### src/rtl/inst_cache.sv
// inst_cache: direct-mapped, read-only instruction cache.
//   clk, rst          : clock, asynchronous active-high reset
//   instAddr          : word fetch address from the PC
//   hit, instruction  : lookup result, valid in IDLE only
//   memReq, memAddr   : refill request and word address to main memory
//   memData, memReady : refill data and its valid strobe
// Optional INST_CACHE_STATS_EN adds hitCount/missCount outputs.
module inst_cache #(
  parameter int unsigned INDEX_BITS  = 5,
  parameter int unsigned OFFSET_BITS = 2
) (
  input  logic        clk,
  input  logic        rst,
  input  logic [15:0] instAddr,
  output logic        hit,
  output logic [15:0] instruction,
  output logic        memReq,
  output logic [15:0] memAddr,
  input  logic [15:0] memData,
  input  logic        memReady
`ifdef INST_CACHE_STATS_EN
  ,
  output logic [15:0] hitCount,
  output logic [15:0] missCount
`endif
);

  localparam int unsigned TAG_BITS = 16 - INDEX_BITS - OFFSET_BITS;
  localparam int unsigned LINES    = 1 << INDEX_BITS;
  localparam int unsigned WORDS    = 1 << OFFSET_BITS;

  typedef enum logic {IDLE, REFILL} state_t;

  state_t                 state_q, state_d;
  logic [LINES-1:0]       valid_q;
  logic [TAG_BITS-1:0]    tagArr [LINES];
  logic [15:0]            dataArr [LINES][WORDS];
  logic [TAG_BITS-1:0]    refTag_q, refTag_d;
  logic [INDEX_BITS-1:0]  refIdx_q, refIdx_d;
  logic [OFFSET_BITS-1:0] cnt_q, cnt_d;
  logic [15:0]            memAddr_q, memAddr_d;

  logic [TAG_BITS-1:0]    reqTag;
  logic [INDEX_BITS-1:0]  reqIdx;
  logic [OFFSET_BITS-1:0] reqOff;
  logic                   lookupHit;
  logic                   startRefill;
  logic                   acceptWord;
  logic                   lastWord;

  assign reqTag = instAddr[15 -: TAG_BITS];
  assign reqIdx = instAddr[OFFSET_BITS +: INDEX_BITS];
  assign reqOff = instAddr[0 +: OFFSET_BITS];

  assign lookupHit   = (state_q == IDLE) && valid_q[reqIdx] && (tagArr[reqIdx] == reqTag);
  assign hit         = lookupHit;
  assign instruction = lookupHit ? dataArr[reqIdx][reqOff] : '0;
  assign memReq      = (state_q == REFILL);
  assign memAddr     = memAddr_q;

  always_comb begin
    state_d     = state_q;
    refTag_d    = refTag_q;
    refIdx_d    = refIdx_q;
    cnt_d       = cnt_q;
    memAddr_d   = memAddr_q;
    startRefill = 1'b0;
    acceptWord  = 1'b0;
    lastWord    = 1'b0;
    case (state_q)
      IDLE: begin
        if (!lookupHit) begin
          startRefill = 1'b1;
          refTag_d    = reqTag;
          refIdx_d    = reqIdx;
          cnt_d       = '0;
          memAddr_d   = {reqTag, reqIdx, {OFFSET_BITS{1'b0}}};
          state_d     = REFILL;
        end
      end
      REFILL: begin
        if (memReady) begin
          acceptWord = 1'b1;
          cnt_d      = cnt_q + 1'b1;
          memAddr_d  = memAddr_q + 16'd1;
          if (cnt_q == '1) begin
            lastWord = 1'b1;
            cnt_d    = '0;
            state_d  = IDLE;
          end
        end
      end
      default: state_d = IDLE;
    endcase
  end

  // Valid bit drops at refill entry so an interrupted refill never leaves a usable line.
  always_ff @(posedge clk or posedge rst) begin
    if (rst) begin
      state_q   <= IDLE;
      valid_q   <= '0;
      refTag_q  <= '0;
      refIdx_q  <= '0;
      cnt_q     <= '0;
      memAddr_q <= '0;
    end else begin
      state_q   <= state_d;
      refTag_q  <= refTag_d;
      refIdx_q  <= refIdx_d;
      cnt_q     <= cnt_d;
      memAddr_q <= memAddr_d;
      if (startRefill) valid_q[reqIdx] <= 1'b0;
      if (lastWord)    valid_q[refIdx_q] <= 1'b1;
    end
  end

  // Tag/data storage carries no reset.
  always_ff @(posedge clk) begin
    if (acceptWord) dataArr[refIdx_q][cnt_q] <= memData;
    if (lastWord)   tagArr[refIdx_q] <= refTag_q;
  end

`ifdef INST_CACHE_STATS_EN
  logic [15:0] hitCount_q, missCount_q;

  always_ff @(posedge clk or posedge rst) begin
    if (rst) begin
      hitCount_q  <= '0;
      missCount_q <= '0;
    end else begin
      if (lookupHit)   hitCount_q  <= hitCount_q + 16'd1;
      if (startRefill) missCount_q <= missCount_q + 16'd1;
    end
  end

  assign hitCount  = hitCount_q;
  assign missCount = missCount_q;
`endif

endmodule

### config.mk
export PLATFORM = sky130hd
export DESIGN_NAME = inst_cache
export DESIGN_NICKNAME = d
export VERILOG_FILES = /design/src/rtl/inst_cache.sv
export SDC_FILE = /design/constraint.sdc
export NUM_CORES = 2
export LEC_CHECK = 0
export CORE_UTILIZATION = 45
export CTS_BUF_LIST = sky130_fd_sc_hd__clkbuf_2
export DETAILED_ROUTE_END_ITERATION = 6
export MAX_ROUTING_LAYER = met4
export SLEW_MARGIN = 20
export SYNTH_ARGS = -nofsm -noshare
export SYNTH_HDL_FRONTEND = slang
export SYNTH_SLANG_ARGS = --single-unit
### constraint.sdc
create_clock -name clk -period 5.8 [get_ports clk]
set_clock_uncertainty 0.15 [all_clocks]
set_input_delay 1.16 -clock clk [delete_from_list [all_inputs] [get_ports clk]]
set_output_delay 1.16 -clock clk [all_outputs]
set_load 0.05 [all_outputs]
Word-level counts from Yosys, hierarchy flattened
Memory sizes are Yosys's and may differ from the RTL's.
Index checks and enable logic that the tools add are counted.
{ "classes": {"n_bitwise": 7, "eq_ne": 4, "n_mux": 35, "n_addsub": 2, "reduce_logical": 7, "n_lt_le_gt_ge": 7} }
{ "ops": {"columns": ["operator", "n"], "rows": [
  ["16-bit 2-to-1 mux", 6],
  ["32-bit 2-to-1 mux", 2],
  ["64-bit 2-to-1 mux", 1],
  ["32-bit bitwise AND", 1],
  ["16-bit binary-select mux with 2-bit select", 1],
  ["16-bit demux with 2-bit select", 1],
  ["32-bit inverter", 1],
  ["32-bit OR", 1],
  ["16-bit case mux with 2 select lines", 1],
  ["16-bit by 1-bit adder with 16-bit output (second input constant)", 1],
  ["1-bit 2-to-1 mux", 15],
  ["5-bit by 6-bit < comparator with 1-bit output (second input constant)", 2],
  ["1-bit demux with 5-bit select", 2],
  ["5-bit by 1-bit greater-or-equal comparator with 1-bit output (second input constant)", 2],
  ["9-bit equality test", 1],
  ["3-bit greater-or-equal comparator (second input constant)", 2],
  ["2-bit 2-to-1 mux", 3],
  ["2-bit inverter with 3-bit output", 2],
  ["1-bit binary-select mux with 5-bit select", 1],
  ["1-bit logical AND", 5],
  ["2-bit != test (second input constant)", 2],
  ["2-bit case mux with 2 select lines", 1],
  ["2-bit AND reduction", 2],
  ["3-bit by 1-bit < comparator with 1-bit output (second input constant)", 1],
  ["4 further kinds", 5]
]} }
{ "word_totals": {"out_inout_bits": 34, "word_cells": 70, "n_memories": 2, "ff_bits": 65, "mem_bits_rw": 2336} }
{ "memory_table": {"columns": ["name", "words", "width", "read_ports", "rd_clocked_by_memory_dff", "write_ports", "line", "source"], "rows": [
  ["dataArr", 32, 64, 1, 0, 1, "37", "logic [15:0] dataArr [LINES][WORDS];"],
  ["tagArr", 32, 9, 1, 0, 1, "36", "logic [TAG_BITS-1:0] tagArr [LINES];"]
]} }

Depth between registers and ports, before layout
{ "logic_depth": {"ltp_word": 9, "depth_mapped": 14} }

Worst setup path after synthesis
Ideal clock, no wire load.
{ "synth_timing": {"kind": "input to output", "from": "input port instAddr[3]", "to": "output port instruction[10]", "slack_ns": -0.456, "stages": 13, "n_path_buf": 5, "arrival_ns": 4.946, "path_cell_list": "clkbuf_1 > buf_2 > buf_2 > buf_2 > mux2i_1 > o22ai_1 > nor4_1 > nand2_1 > xor2_1 > nor4b_1 > nand2_1 > clkbuf_1 > a211oi_1"} }
{ "synth_between": {"elab_chain_cells": 5, "elab_cells_between_ends": 11, "cone_classes": "eq/ne: 1; mux: 6; reduce/logical: 2; memory: 2"} }
{ "synth_lines": {"columns": ["item", "line", "source"], "rows": [
  ["start, declared", "14", "input logic [15:0] instAddr,"],
  ["memory read 32 x 64 bit / 1-bit binary-select mux with 5-bit select (equally long branches)", null, null],
  ["16-bit binary-select mux with 2-bit select / 1-bit 2-to-1 mux (equally long branches)", "57, 55", null],
  ["16-bit 2-to-1 mux (not written as such) / 1-bit logical AND (equally long branches) (2 in a row)", "57, 55", null],
  ["16-bit 2-to-1 mux *", "57", "assign instruction = lookupHit ? dataArr[reqIdx][reqOff] : '0;"],
  ["end, declared", "16", "output logic [15:0] instruction,"]
]} }
Mark *: on every way between the ends. The rest lies on a longest branch, timed or not. The select of a mux whose other input is x is not followed.

Worst setup path after layout
{ "layout_timing": {"from": "input port instAddr[3]", "to": "output port instruction[0]"} }
Same word-level chain as after synthesis.

==> results_dict.tcl <==
set metrics [dict create \
    cts.path.max_buffers 4 \
    ys.flop_type "edfxtp_1" \
    setup_viol 17 \
    yosysUniqueCellTypes 63 \
    clk_pin_slew_worst_paths_ps 90 \
    grt_pass1_wl_um 366000 \
    dp_slack_ps -212 \
    mappedNetlistNets 4430 \
    postRouteAntennaNets 0 \
    portBuffers 68 \
    fillers 16457 \
    fin_cells 8411 \
    rows 166 \
    grt_pass1_vias 50517 \
    area_growth_pct 14.0 \
    final_cell_area_um2 106000 \
    hp-start "instAddr[3]" \
    cts_made_buffers 612 \
    place_inst 7343 \
    finalSetupTns_ps -3800 \
    cp-start-kind "primary input" \
    clk_latency_ps 1790 \
    layout_common_cells "edfxtp_1 (2336), clkbuf_2 (876), mux4_2 (556)" \
    synthCells 4390 \
    violations "negative setup slack" \
    ioPinCount 69 \
    grt_max_degree 86 \
    overflow 0 \
    totalWireLength_um 257000 \
    r2r-start "tagArr[24][2]" \
    die_x_um 456 \
    synth-seq-cells 2401 \
    critical_path_peak_fanout 44 \
    maxCapViolCount 0 \
    coreArea_um2 205000 \
    antenna_found_initial 9 \
    hpwlAfterDp_um 153000 \
    min_period_ps 6140 \
    die_h_um 456 \
    synth-edff-count 2336 \
    synth-async-reset-ratio_pct 2.71 \
    period_share_pct 106 \
    viasPerCell 5.93 \
    clockRootBuffer "clkbuf_2" \
    rsz0062_at_grt "yes" \
    worst_hold_slack_ps 383 \
    die-area_um2 208000 \
    power_density_nw_per_um2 328 \
    tightest_slew_ps 1160 \
    final_util_pct 51.7 \
    syn_area_per_cell_um2 21.1 \
    cp-startpoint "instAddr[3]" \
    num-nets-final 5357 \
    wire_per_inst_um 30.6 \
    place.gp.congestion 0.931 \
    syn_area_um2 92800 \
    numClockSinks 2401 \
    ys_seq_area_share_pct 77.3 \
    outcome "finished with violations" \
    p_leak_nw 35.2 \
    relSlewSlack_pct 22.3 \
    fmax_ghz 0.163 \
    hold_class "in -> reg" \
    firstDrtPassIters 6 \
    critPathKind "in -> out" \
    required_ps 4490 \
    worst_ep_arrival_time_ps 4830 \
    via_count 49916 \
    ir_drop_v 0.000207 \
    drc 0 \
    setup_slack_ps -345 \
    yosysWarnings 0 \
    initial_core_util_pct 45.3 \
    slew_violations 0 \
    htree_num_levels 6 \
    cp-end-kind "output pin" \
    final_common_cell "edfxtp_1" \
    total_power_mw 34.7 \
    final_hold_viol_count 0 \
    first_iter_violations 5590 \
    drive_gt1_share_pct 36.8 \
    cts_tree "done" \
    grt_use_total_pct 25.5 \
    place_area_um2 100000 \
]
-- power breakdown --
group          internal [mW]  switching, mW
clock                   4.27           6.67
sequential              19.8          0.381
combinational           1.18           2.42
total                   25.2           9.48
-- cell type report --
cell class | instances | area (µm²) | area share [%]
flip-flops and latches | 2401 | 71800 | 67.8
repair buffers | 571 | 5240 | 4.94
clock inverters | 140 | 717 | 0.677
well taps | 2688 | 3360 | 3.18
clock buffers | 876 | 4380 | 4.14
inverters | 13 | 51.3 | 0.0485
diodes | 4 | 10.0 | 0.00945
multi-input cells | 1718 | 20300 | 19.2
-- routing by layer --
metal  part of all wire [%]  track usage, %  wire, µm
met1                     41            35.0    105000
met2                     47            37.8    120000
met3                    9.3            5.68     24100
met4                    3.0            9.17      7600
met5                      0               -         0
-- state kept, by name, summed over array words and instances (netlist names) --
signal	cells
tagArr	288
memAddr	16
cnt_q	2
refIdx_q	5
refTag_q	9
memReq	1
dataArr	2048
valid_q	32
-- cells by family after synthesis --
kind of cell | count (synthesis) | synth area share, %
AO/OA/AOI/OAI | 408 | 2.84
AND/OR/NAND/NOR | 524 | 2.62
buffers and inverters | 271 | 1.26
multiplexers | 766 | 15.8
XOR/XNOR | 15 | 0.141
adder cells (fa/ha/maj) | 5 | 0.0674
flip-flops | 2401 | 77.3
-- synthesized netlist by cell type (41+ instances only) --
cell      instances  area share, %
buf_1            45           0.18
dfrtp_1          65            1.8
o21ai_0          80           0.43
mux4_2          556             13
a21oi_1          41           0.22
clkbuf_1        118           0.48
nand2_1          85           0.34
edfxtp_1       2336             76
buf_2            89           0.48
nor2_1          279            1.1
mux2i_1         196            2.1
o22ai_1         138           0.93
a211oi_1         56           0.45
-- path summary, 6_finish.rpt --
path	to	slack, ps	cells after the start
max	instruction[0]	-340	13
min	valid_q[9]	380	6
max reg2reg	memAddr[2]	1980	14
min reg2reg	valid_q[9]	410	2
max in group asynchronous	refIdx_q[3]	4360	4
min in group asynchronous	memAddr[12]	390	4
-- worst max-delay path, stage by stage --
cell,delay [ps]
buf_8,220
buf_4,200
buf_12,190
buf_12,300
buf_4,530
mux4_2,390
o22a_1,200
o221ai_1,420
a221oi_1,150
nor3_1,540
a211oi_2,90
buf_4,170
buf_12,140
-- what timing repair did --
action	in CTS	in global routing
setup endpoints to repair	17	17
pin swaps	10	2
gates cloned	0	0
hold endpoints to repair	1412	3
gates resized for setup	38	5
setup buffers	4	4
hold buffers	40	1
Note: power is estimated with default switching activity, not from simulation.
